--- src/rtl/seg_bcd_converter_pkg.sv ---
// Shared types and constants for the seven-segment BCD converter.
package seg_pkg;

    typedef enum logic [1:0] {
        IDLE   = 2'd0,
        SHIFT  = 2'd1,
        UPDATE = 2'd2
    } state_t;

    localparam logic [3:0] SEG_MINUS   = 4'hF;
    localparam logic [3:0] SEG_POS     = 4'h0;
    localparam logic [3:0] SEG_BLANK   = 4'hE;
    localparam int         SHIFT_STEPS = 8;

endpackage

--- src/rtl/seg_bcd_converter_if.sv ---
// Request/display bundle between the processor's output port and the converter.
interface seg_bcd_converter_if;

    logic [7:0] data_in;
    logic       load;
    logic       busy;
    logic       done;
    logic [3:0] seven_seg_sign;
    logic [3:0] seven_seg_digit_1;
    logic [3:0] seven_seg_digit_2;
    logic [3:0] seven_seg_digit_3;

    modport master (
        output data_in, load,
        input  busy, done, seven_seg_sign,
        input  seven_seg_digit_1, seven_seg_digit_2, seven_seg_digit_3
    );

    modport slave (
        input  data_in, load,
        output busy, done, seven_seg_sign,
        output seven_seg_digit_1, seven_seg_digit_2, seven_seg_digit_3
    );

endinterface

--- src/rtl/seg_bcd_converter_bcd_add3.sv ---
// Double-dabble nibble correction: values of 5 or more get +3 before the shift.
module bcd_add3 (
    input  logic [3:0] i_nib,
    output logic [3:0] o_nib
);

    // Add-3 correction
    always_comb begin
        o_nib = i_nib;
        if (i_nib >= 4'd5) begin
            o_nib = i_nib + 4'd3;
        end else begin
            o_nib = i_nib;
        end
    end

endmodule

--- src/rtl/seg_bcd_converter.sv ---
// Iterative 8-bit binary to sign + 3-digit BCD converter, one double-dabble step per clock.
// Optional leading-zero blanking when SEG_BLANK_EN is defined.
module seg_bcd_converter
    import seg_pkg::*;
#(
    parameter logic SIGNED    = 1'b1,
    parameter logic AUTO_LOAD = 1'b0
) (
    input  logic                clk,
    input  logic                resetN,
    seg_bcd_converter_if.slave  bus
);

    state_t      r_state;
    logic [3:0]  r_step;
    logic [11:0] r_bcd;
    logic [7:0]  r_mag;
    logic        r_sign;
    logic [7:0]  r_last;
    logic        r_busy;
    logic        r_done;
    logic [3:0]  r_seg_sign;
    logic [3:0]  r_dig1;
    logic [3:0]  r_dig2;
    logic [3:0]  r_dig3;

    logic        w_start;
    logic        w_neg;
    logic [7:0]  w_abs;
    logic [11:0] w_adj;
    logic [3:0]  w_dig1;
    logic [3:0]  w_dig2;

    assign w_start = bus.load | (AUTO_LOAD & (bus.data_in != r_last));
    assign w_neg   = SIGNED & bus.data_in[7];
    // -128 wraps to 8'h80, which is exactly the unsigned magnitude 128
    assign w_abs   = w_neg ? (8'd0 - bus.data_in) : bus.data_in;

    bcd_add3 u_add3_hund (.i_nib(r_bcd[11:8]), .o_nib(w_adj[11:8]));
    bcd_add3 u_add3_tens (.i_nib(r_bcd[7:4]),  .o_nib(w_adj[7:4]));
    bcd_add3 u_add3_unit (.i_nib(r_bcd[3:0]),  .o_nib(w_adj[3:0]));

`ifdef SEG_BLANK_EN
    assign w_dig1 = (r_bcd[11:8] == 4'd0) ? SEG_BLANK : r_bcd[11:8];
    assign w_dig2 = (r_bcd[11:4] == 8'd0) ? SEG_BLANK : r_bcd[7:4];
`else
    assign w_dig1 = r_bcd[11:8];
    assign w_dig2 = r_bcd[7:4];
`endif

    // Conversion FSM with shift register and atomically updated display registers
    always_ff @(posedge clk or negedge resetN) begin
        if (!resetN) begin
            r_state    <= IDLE;
            r_step     <= 4'd0;
            r_bcd      <= 12'd0;
            r_mag      <= 8'd0;
            r_sign     <= 1'b0;
            r_last     <= 8'h00;
            r_busy     <= 1'b0;
            r_done     <= 1'b0;
            r_seg_sign <= 4'h0;
            r_dig1     <= 4'h0;
            r_dig2     <= 4'h0;
            r_dig3     <= 4'h0;
        end else begin
            r_done <= 1'b0;
            case (r_state)
                IDLE: begin
                    if (w_start) begin
                        r_sign  <= w_neg;
                        r_mag   <= w_abs;
                        r_last  <= bus.data_in;
                        r_bcd   <= 12'd0;
                        r_step  <= 4'd0;
                        r_busy  <= 1'b1;
                        r_state <= SHIFT;
                    end else begin
                        r_busy  <= 1'b0;
                        r_state <= IDLE;
                    end
                end
                SHIFT: begin
                    {r_bcd, r_mag} <= {w_adj, r_mag} << 5'd1;
                    r_step         <= r_step + 4'd1;
                    if (r_step == 4'(SHIFT_STEPS - 1)) begin
                        r_state <= UPDATE;
                    end else begin
                        r_state <= SHIFT;
                    end
                end
                UPDATE: begin
                    r_seg_sign <= r_sign ? SEG_MINUS : SEG_POS;
                    r_dig1     <= w_dig1;
                    r_dig2     <= w_dig2;
                    r_dig3     <= r_bcd[3:0];
                    r_done     <= 1'b1;
                    r_busy     <= 1'b0;
                    r_state    <= IDLE;
                end
                default: begin
                    r_busy  <= 1'b0;
                    r_state <= IDLE;
                end
            endcase
        end
    end

    assign bus.busy              = r_busy;
    assign bus.done              = r_done;
    assign bus.seven_seg_sign    = r_seg_sign;
    assign bus.seven_seg_digit_1 = r_dig1;
    assign bus.seven_seg_digit_2 = r_dig2;
    assign bus.seven_seg_digit_3 = r_dig3;

endmodule

--- src/flat_wrapper.sv ---
// flat-port wrapper written by rule: the top's interface ports become plain ports
module seg_bcd_converter_flat import seg_pkg::*;
#(
    parameter logic SIGNED    = 1'b1,
    parameter logic AUTO_LOAD = 1'b0
)
  (clk, resetN, bus_data_in, bus_load, bus_busy, bus_done, bus_seven_seg_sign, bus_seven_seg_digit_1, bus_seven_seg_digit_2, bus_seven_seg_digit_3);
  seg_bcd_converter_if bus_i ();
  input  logic clk;
  input  logic resetN;
  input wire logic [$bits(bus_i.data_in)-1:0] bus_data_in;
  input wire logic [$bits(bus_i.load)-1:0] bus_load;
  output wire logic [$bits(bus_i.busy)-1:0] bus_busy;
  output wire logic [$bits(bus_i.done)-1:0] bus_done;
  output wire logic [$bits(bus_i.seven_seg_sign)-1:0] bus_seven_seg_sign;
  output wire logic [$bits(bus_i.seven_seg_digit_1)-1:0] bus_seven_seg_digit_1;
  output wire logic [$bits(bus_i.seven_seg_digit_2)-1:0] bus_seven_seg_digit_2;
  output wire logic [$bits(bus_i.seven_seg_digit_3)-1:0] bus_seven_seg_digit_3;
  assign bus_i.data_in = bus_data_in;
  assign bus_i.load = bus_load;
  assign bus_busy = bus_i.busy;
  assign bus_done = bus_i.done;
  assign bus_seven_seg_sign = bus_i.seven_seg_sign;
  assign bus_seven_seg_digit_1 = bus_i.seven_seg_digit_1;
  assign bus_seven_seg_digit_2 = bus_i.seven_seg_digit_2;
  assign bus_seven_seg_digit_3 = bus_i.seven_seg_digit_3;
  seg_bcd_converter #(.SIGNED(SIGNED), .AUTO_LOAD(AUTO_LOAD)) u_core (.clk(clk), .resetN(resetN), .bus(bus_i));
endmodule
--- config.mk ---
export PLATFORM = sky130hd
export DESIGN_NAME = seg_bcd_converter_flat
export DESIGN_NICKNAME = d
export VERILOG_FILES = /design/src/rtl/seg_bcd_converter_pkg.sv /design/src/rtl/seg_bcd_converter_if.sv /design/src/rtl/seg_bcd_converter_bcd_add3.sv /design/src/rtl/seg_bcd_converter.sv /design/src/flat_wrapper.sv
export SDC_FILE = /design/constraint.sdc
export NUM_CORES = 1
export LEC_CHECK = 0
export CORE_MARGIN = 2
export CORE_UTILIZATION = 30
export DETAILED_ROUTE_END_ITERATION = 12
export PLACE_DENSITY_LB_ADDON = 0.1
export SLEW_MARGIN = 20
export SYNTH_ARGS = -nofsm -noshare
export SYNTH_HDL_FRONTEND = slang
export SYNTH_SLANG_ARGS = --single-unit
--- constraint.sdc ---
create_clock -name clk -period 1.78 [get_ports clk]
set_input_delay 0.267 -clock clk [delete_from_list [all_inputs] [get_ports clk]]
set_output_delay 0.267 -clock clk [all_outputs]
set_load 0.005 [all_outputs]
Word-level counts from Yosys, hierarchy flattened --
Index checks and enable logic that the tools add are counted.
Word-level totals: register bits after elaboration 45, output and inout port bits 18, word-level logic and storage cells 44, bits of input ports 11
Operators by class: magnitude comparators 3, equality and inequality tests 4, add/sub/neg operators 5, muxes and demuxes 17, reduce and logical (&&, ||, !) cells 4
Operators with widths (number):
- $pmux 12 s2 | 1
- $mux 4 | 4
- $mux 8 | 2
- $pmux 8 s2 | 1
- $ge 4x3->1 const B | 3
- $mux 12 | 1
- $add 4x2->4 const B | 2
- $pmux 4 s2 | 1
- $sub 1x8->8 const A | 1
- $add 4x1->4 const B | 1
- $eq 4x3->1 const B | 1
- $pmux 2 s2 | 1
- $reduce_and 2->1 | 2
- $add 3x2->3 const B | 1
- $mux 1 | 3
- $mux 3 | 1
- $eq 2x1->1 const B | 1
- $eq 2x2->1 const B | 1
- $logic_not 2->1 | 1
- $mux 2 | 1
- $ne 2x2->1 const B | 1
- $pmux 1 s2 | 1
- $reduce_bool 2->1 | 1

Longest topological paths before layout --
Gate-level depths: netlist (run 1).
word-level depth 4, depth in mapped cells 6, depth with buffers taken out 6

By module --
Synthesis (run 1) repeated with hierarchy kept, for this count alone.
Unflattened totals: cells, all modules 219, area, all modules 2148.3 um^2
Modules (own cells, without submodules):
- seg_bcd_converter | seq. area each 1051.0 um^2, instances 1, cells an instance 171, area an instance 1844.3 um^2
- bcd_add3 | seq. area each 0.0 um^2, instances 3, cells an instance 16, area an instance 101.3 um^2

Worst setup path before layout (run 1) --
OpenSTA, ideal clock, no wires.
kind flip-flop to flip-flop, start register u_core.r_bcd[4], end register u_core.r_bcd[5], setup time 0.135 ns, cell stages (with the launch flop) 7, required time 1.645 ns, buffers on the path 0, slack 0.460 ns, clock period less this slack 1.320 ns, arrival time 1.184 ns, cells stage by stage dfrtp_1 > inv_1 > ha_1 > nand2b_1 > a21oi_1 > xnor2_1 > o21ai_0
On the way: longest elaborated chain between the ends 3, elaborated cells between the ends (all ways) 4, classes of those cells add/sub (1); order compare (1); mux (2)
RTL lines:
- start: declaration | line seg_bcd_converter.sv:16 | logic [11:0] r_bcd;
- start signal: assignment | line seg_bcd_converter.sv:84 | {r_bcd, r_mag} <= {w_adj, r_mag} << 5'd1;
- $add 4x2->4 / $ge 4x3->1 (equally long branches) | line seg_bcd_converter_bcd_add3.sv:11, seg_bcd_converter_bcd_add3.sv:10
- $mux 4 (*) | line seg_bcd_converter_bcd_add3.sv:10 | if (i_nib >= 4'd5) begin
- $pmux 12 s2 (*) | line seg_bcd_converter.sv:68 | case (r_state)
Mark *: on every way between the ends. The rest lies on a longest branch, timed or not. A chain may end at the register's enable or synchronous reset.

Final worst setup path (run 1) --
start register u_core.r_bcd[0], end register u_core.r_bcd[1]
The elaborated chain is that of the path after synthesis.

==> results.py, run 1 <==
metrics = {
    "power": {
        "ir_worst_vdd_v": 0.000688,
        "cellLeakagePower_nw": 1.14,
        "swShare_pct": 33.3,
        "p_int_mw": 2.52,
        "pwr-share-seq_pct": 42.1,
        "combPwrFrac_pct": 37.5,
        "p_sw_mw": 1.26,
        "clkPwrFrac_pct": 20.4,
        "p_per_area_mw_per_mm2": 1490,
    },
    "layout": {
        "syn2layout_area_growth_pct": 27.7,
        "regArea_mm2": 0.00105,
        "antenna_cells": 0,
        "finish.utilization_pct": 39.9,
        "fin_cells": 309,
        "num-nets-final": 251,
        "fill_cells": 635,
        "multi_input_area_um2": 846,
        "drive_above_1_share_pct": 13.4,
    },
    "synth": {
        "synth_mux_area_share_pct": 5.02,
        "synth_edf_count": 0,
        "synthAdderAreaFrac_pct": 5.02,
        "syn_nets": 213,
        "synth_common_cells": "dfrtp_1, o21ai_0, nand2_1",
        "synth.area.top_cells": "dfrtp_1, o21ai_0, ha_1",
        "synth.top_cell.area_share_pct": 52.7,
        "synth_ff_type": "dfrtp_1",
        "async_reset_ff_share_pct": 100,
        "synth-xor-area-share_pct": 4.39,
        "syn-cell-area_mm2": 0.00199,
        "ys_seq_area_share_pct": 52.7,
        "yosys.area.top_type": "dfrtp_1",
        "ys_types": 29,
        "syn_area_per_cell_um2": 10.3,
        "synth_top_family_by_area": "compound AO/OA/AOI/OAI gates",
        "yosys.area_share.simple_pct": 12.7,
        "synth_compound_area_share_pct": 15.3,
        "postSynthCellCount": 194,
        "ys_ff_latch": 42,
        "synth.most_common_cell": "dfrtp_1",
        "ys_warn_count": 0,
    },
    "sta": {
        "setup_slack_ns": 0.254,
        "finalClockSkew_ns": 0.00767,
        "worstMarginPinSlew_ns": 0.557,
        "report.final.slew_viol_count": 0,
        "period_share_pct": 85.8,
        "whs_ns": 0.476,
        "setup_violations": 0,
        "slew_headroom_pct": 62.8,
        "rsz0062_at_grt": "no",
        "period_minus_slack_ns": 1.53,
        "hold_violations": 0,
        "tns_ns": 0,
        "fmax_ghz": 0.655,
    },
    "grt": {
        "track_usage_pct": 12.1,
        "grt_max_degree": 43,
        "grt_antenna_before_repair": 0,
        "grt_first_pass_wirelength_mm": 7.03,
        "first_global_vias": 1441,
        "grt_overflow_total": 0,
    },
    "route": {
        "drtAntennaViolNets": 0,
        "post-route-drc-count": 0,
        "first_pass_iters": 4,
        "wl_mm": 4.00,
        "drt-initial-drc-count": 44,
        "routedWlPerCell_um": 12.9,
        "via_per_inst": 4.83,
        "vias": 1492,
    },
    "die": {
        "die_w_um": 85.5,
        "placementRows": 29,
        "design.core.area_mm2": 0.00639,
        "die_h_um": 85.5,
        "die_area_mm2": 0.00732,
        "ios": 29,
        "initial_core_util_pct": 31.2,
    },
    "min_path": {
        "hp-class": "input port to asynchronous set/reset pin",
    },
    "worst_setup_path": {
        "end_kind": "register",
        "startpoint": "u_core.r_bcd[0]",
        "endpoint": "u_core.r_bcd[1]",
        "reg2reg_depth": 6,
        "r2r-end": "u_core.r_bcd[1]",
        "cp_max_fo": 4,
        "crit_type": "register to register",
        "critPathArrivalTime_ns": 1.68,
        "crit_path_start_kind": "register",
        "reg2reg_slack_ns": 0.25,
        "reg2reg_from": "u_core.r_bcd[0]",
        "crit_required_ns": 1.93,
    },
    "placed_design": {
        "hpwl_mm": 2.74,
        "routabilityCongestion": 0.713,
        "pre_cts_ws_ns": 0.0341,
        "placedCellCount": 301,
        "io_buffers": 28,
    },
    "cts": {
        "numCtsBuffers": 5,
        "worstSkewPairLatency_ns": 0.29,
        "htreeDepth": 2,
        "clock_sinks": 42,
        "cts-root-buf": "clkbuf_8",
        "cts_buffer_depth": 2,
        "clk_pin_slew_ns": 0.08,
        "cts_tree": "built",
    },
    "outcome": {
        "status": "finished, final reports clean",
    },
    "run": {
        "maxCapViolCount": 0,
    },
}
[power by group through the flow]
stage / logic [mW] / clock network [mW] / registers [mW]
6_report: 1.42 / 0.772 / 1.59
5_1_grt: 1.61 / 0.845 / 1.65
3_3_place_gp: 1.43 / 0 / 1.61
2_1_floorplan: 0.899 / 0 / 1.56
4_1_cts: 1.44 / 0.804 / 1.60
3_5_place_dp: 1.44 / 0 / 1.61
[logic make-up after synthesis]
logic type / Yosys count
compound gates: 50
flops: 42
buf+inv: 22
simple gates: 53
mux: 9
fa+ha+maj: 8
xor+xnor: 10
[state kept, by name, summed over array words and instances, names as in the netlist, 2 cells and up]
signal	flops
u_core.bus.seven_seg_digit_1	4
u_core.bus.seven_seg_digit_2	4
u_core.bus.seven_seg_digit_3	4
u_core.r_bcd	12
u_core.r_mag	8
u_core.r_state	2
u_core.r_step	4
[how the worst min path moves through the flow]
| stage | to | slack, ns | cells after the start |
|---|---|---|---|
| 2_1_floorplan | u_core.bus.busy | -0.03 | 0 |
| 3_3_place_gp | u_core.bus.seven_seg_digit_1[2] | 0.26 | 2 |
| 3_5_place_dp | u_core.bus.seven_seg_digit_1[3] | 0.26 | 2 |
| 4_1_cts | u_core.bus.seven_seg_digit_1[2] | 0.47 | 3 |
| 5_1_grt | u_core.bus.seven_seg_digit_1[2] | 0.50 | 3 |
| 6_report | u_core.bus.seven_seg_digit_1[3] | 0.48 | 3 |
[worst max-delay path, stage by stage, from the launching register on]
cell	delay (ns)
dfrtp_1	0.43
inv_1	0.13
ha_1	0.22
nand2b_1	0.07
a21oi_1	0.31
xnor2_1	0.16
o21ai_0	0.08
[area by class of cell]
type                    count  share of cell area [%]
inverters                  10                    1.47
clock buffers               6                    3.24
repair buffers             43                    15.8
well taps                  77                    3.78
multi-input cells         130                    33.2
flip-flops and latches     42                    41.3
clock inverters             1                    1.18
[what timing repair did]
| item | in CTS | in global routing |
|---|---|---|
| hold endpoints to repair | 42 | 0 |
| gates resized for setup | 0 | 0 |
| buffers inserted | 0 | 0 |
| hold buffers | 1 | 0 |
[metal layers]
layer | track usage, % | routed length, µm | share of wire, %
met3 | 3.75 | 85 | 2.1
met4 | 3.46 | 25 | 0.63
met1 | 16.4 | 2060 | 52
met5 | 0 | 0 | 0
met2 | 18.8 | 1830 | 46
[per-stage QoR]
stage | area, µm² | power [mW]
finish | 2550 | 3.78
global route | 2550 | 4.10
floorplan | 1990 | 2.46
CTS | 2550 | 3.84
detailed placement | 2420 | 3.05
global placement | 2420 | 3.05
[cells in the final DEF (no fill, tap or decap)]
cell type / instances
clkdlybuf4s50_1: 27
nor2_1: 4
clkbuf_8: 6
nand2_1: 24
a22oi_1: 6
a21boi_0: 1
a22o_1: 2
xnor2_1: 5
buf_12: 1
xor2_1: 5
mux2i_1: 1
nor3_1: 5
o311ai_0: 3
nand3_1: 7
nand2b_1: 6
or3_1: 2
buf_2: 1
o21ai_0: 26
dfrtp_1: 42
o31ai_1: 5
o21bai_1: 1
buf_4: 13
nor3b_1: 1
mux2_2: 8
dlygate4sd3_1: 1
inv_1: 10
a221oi_1: 1
ha_1: 8
a21oi_1: 5
nor2b_1: 2
bufinv_16: 1
or3_4: 1
nand4_1: 1
No activity file was read; power rests on OpenSTA's default activity.
==> inputs of run 2 (changes only) <==
--- a/config.mk
+++ b/config.mk
@@ -9,6 +9,7 @@
 export CORE_UTILIZATION = 30
 export DETAILED_ROUTE_END_ITERATION = 12
 export PLACE_DENSITY_LB_ADDON = 0.1
+export SKIP_LAST_GASP = 1
 export SLEW_MARGIN = 20
 export SYNTH_ARGS = -nofsm -noshare
 export SYNTH_HDL_FRONTEND = slang
==> results of run 2 <==
The final DEF is identical to that of run 1; final timing and power are the same.
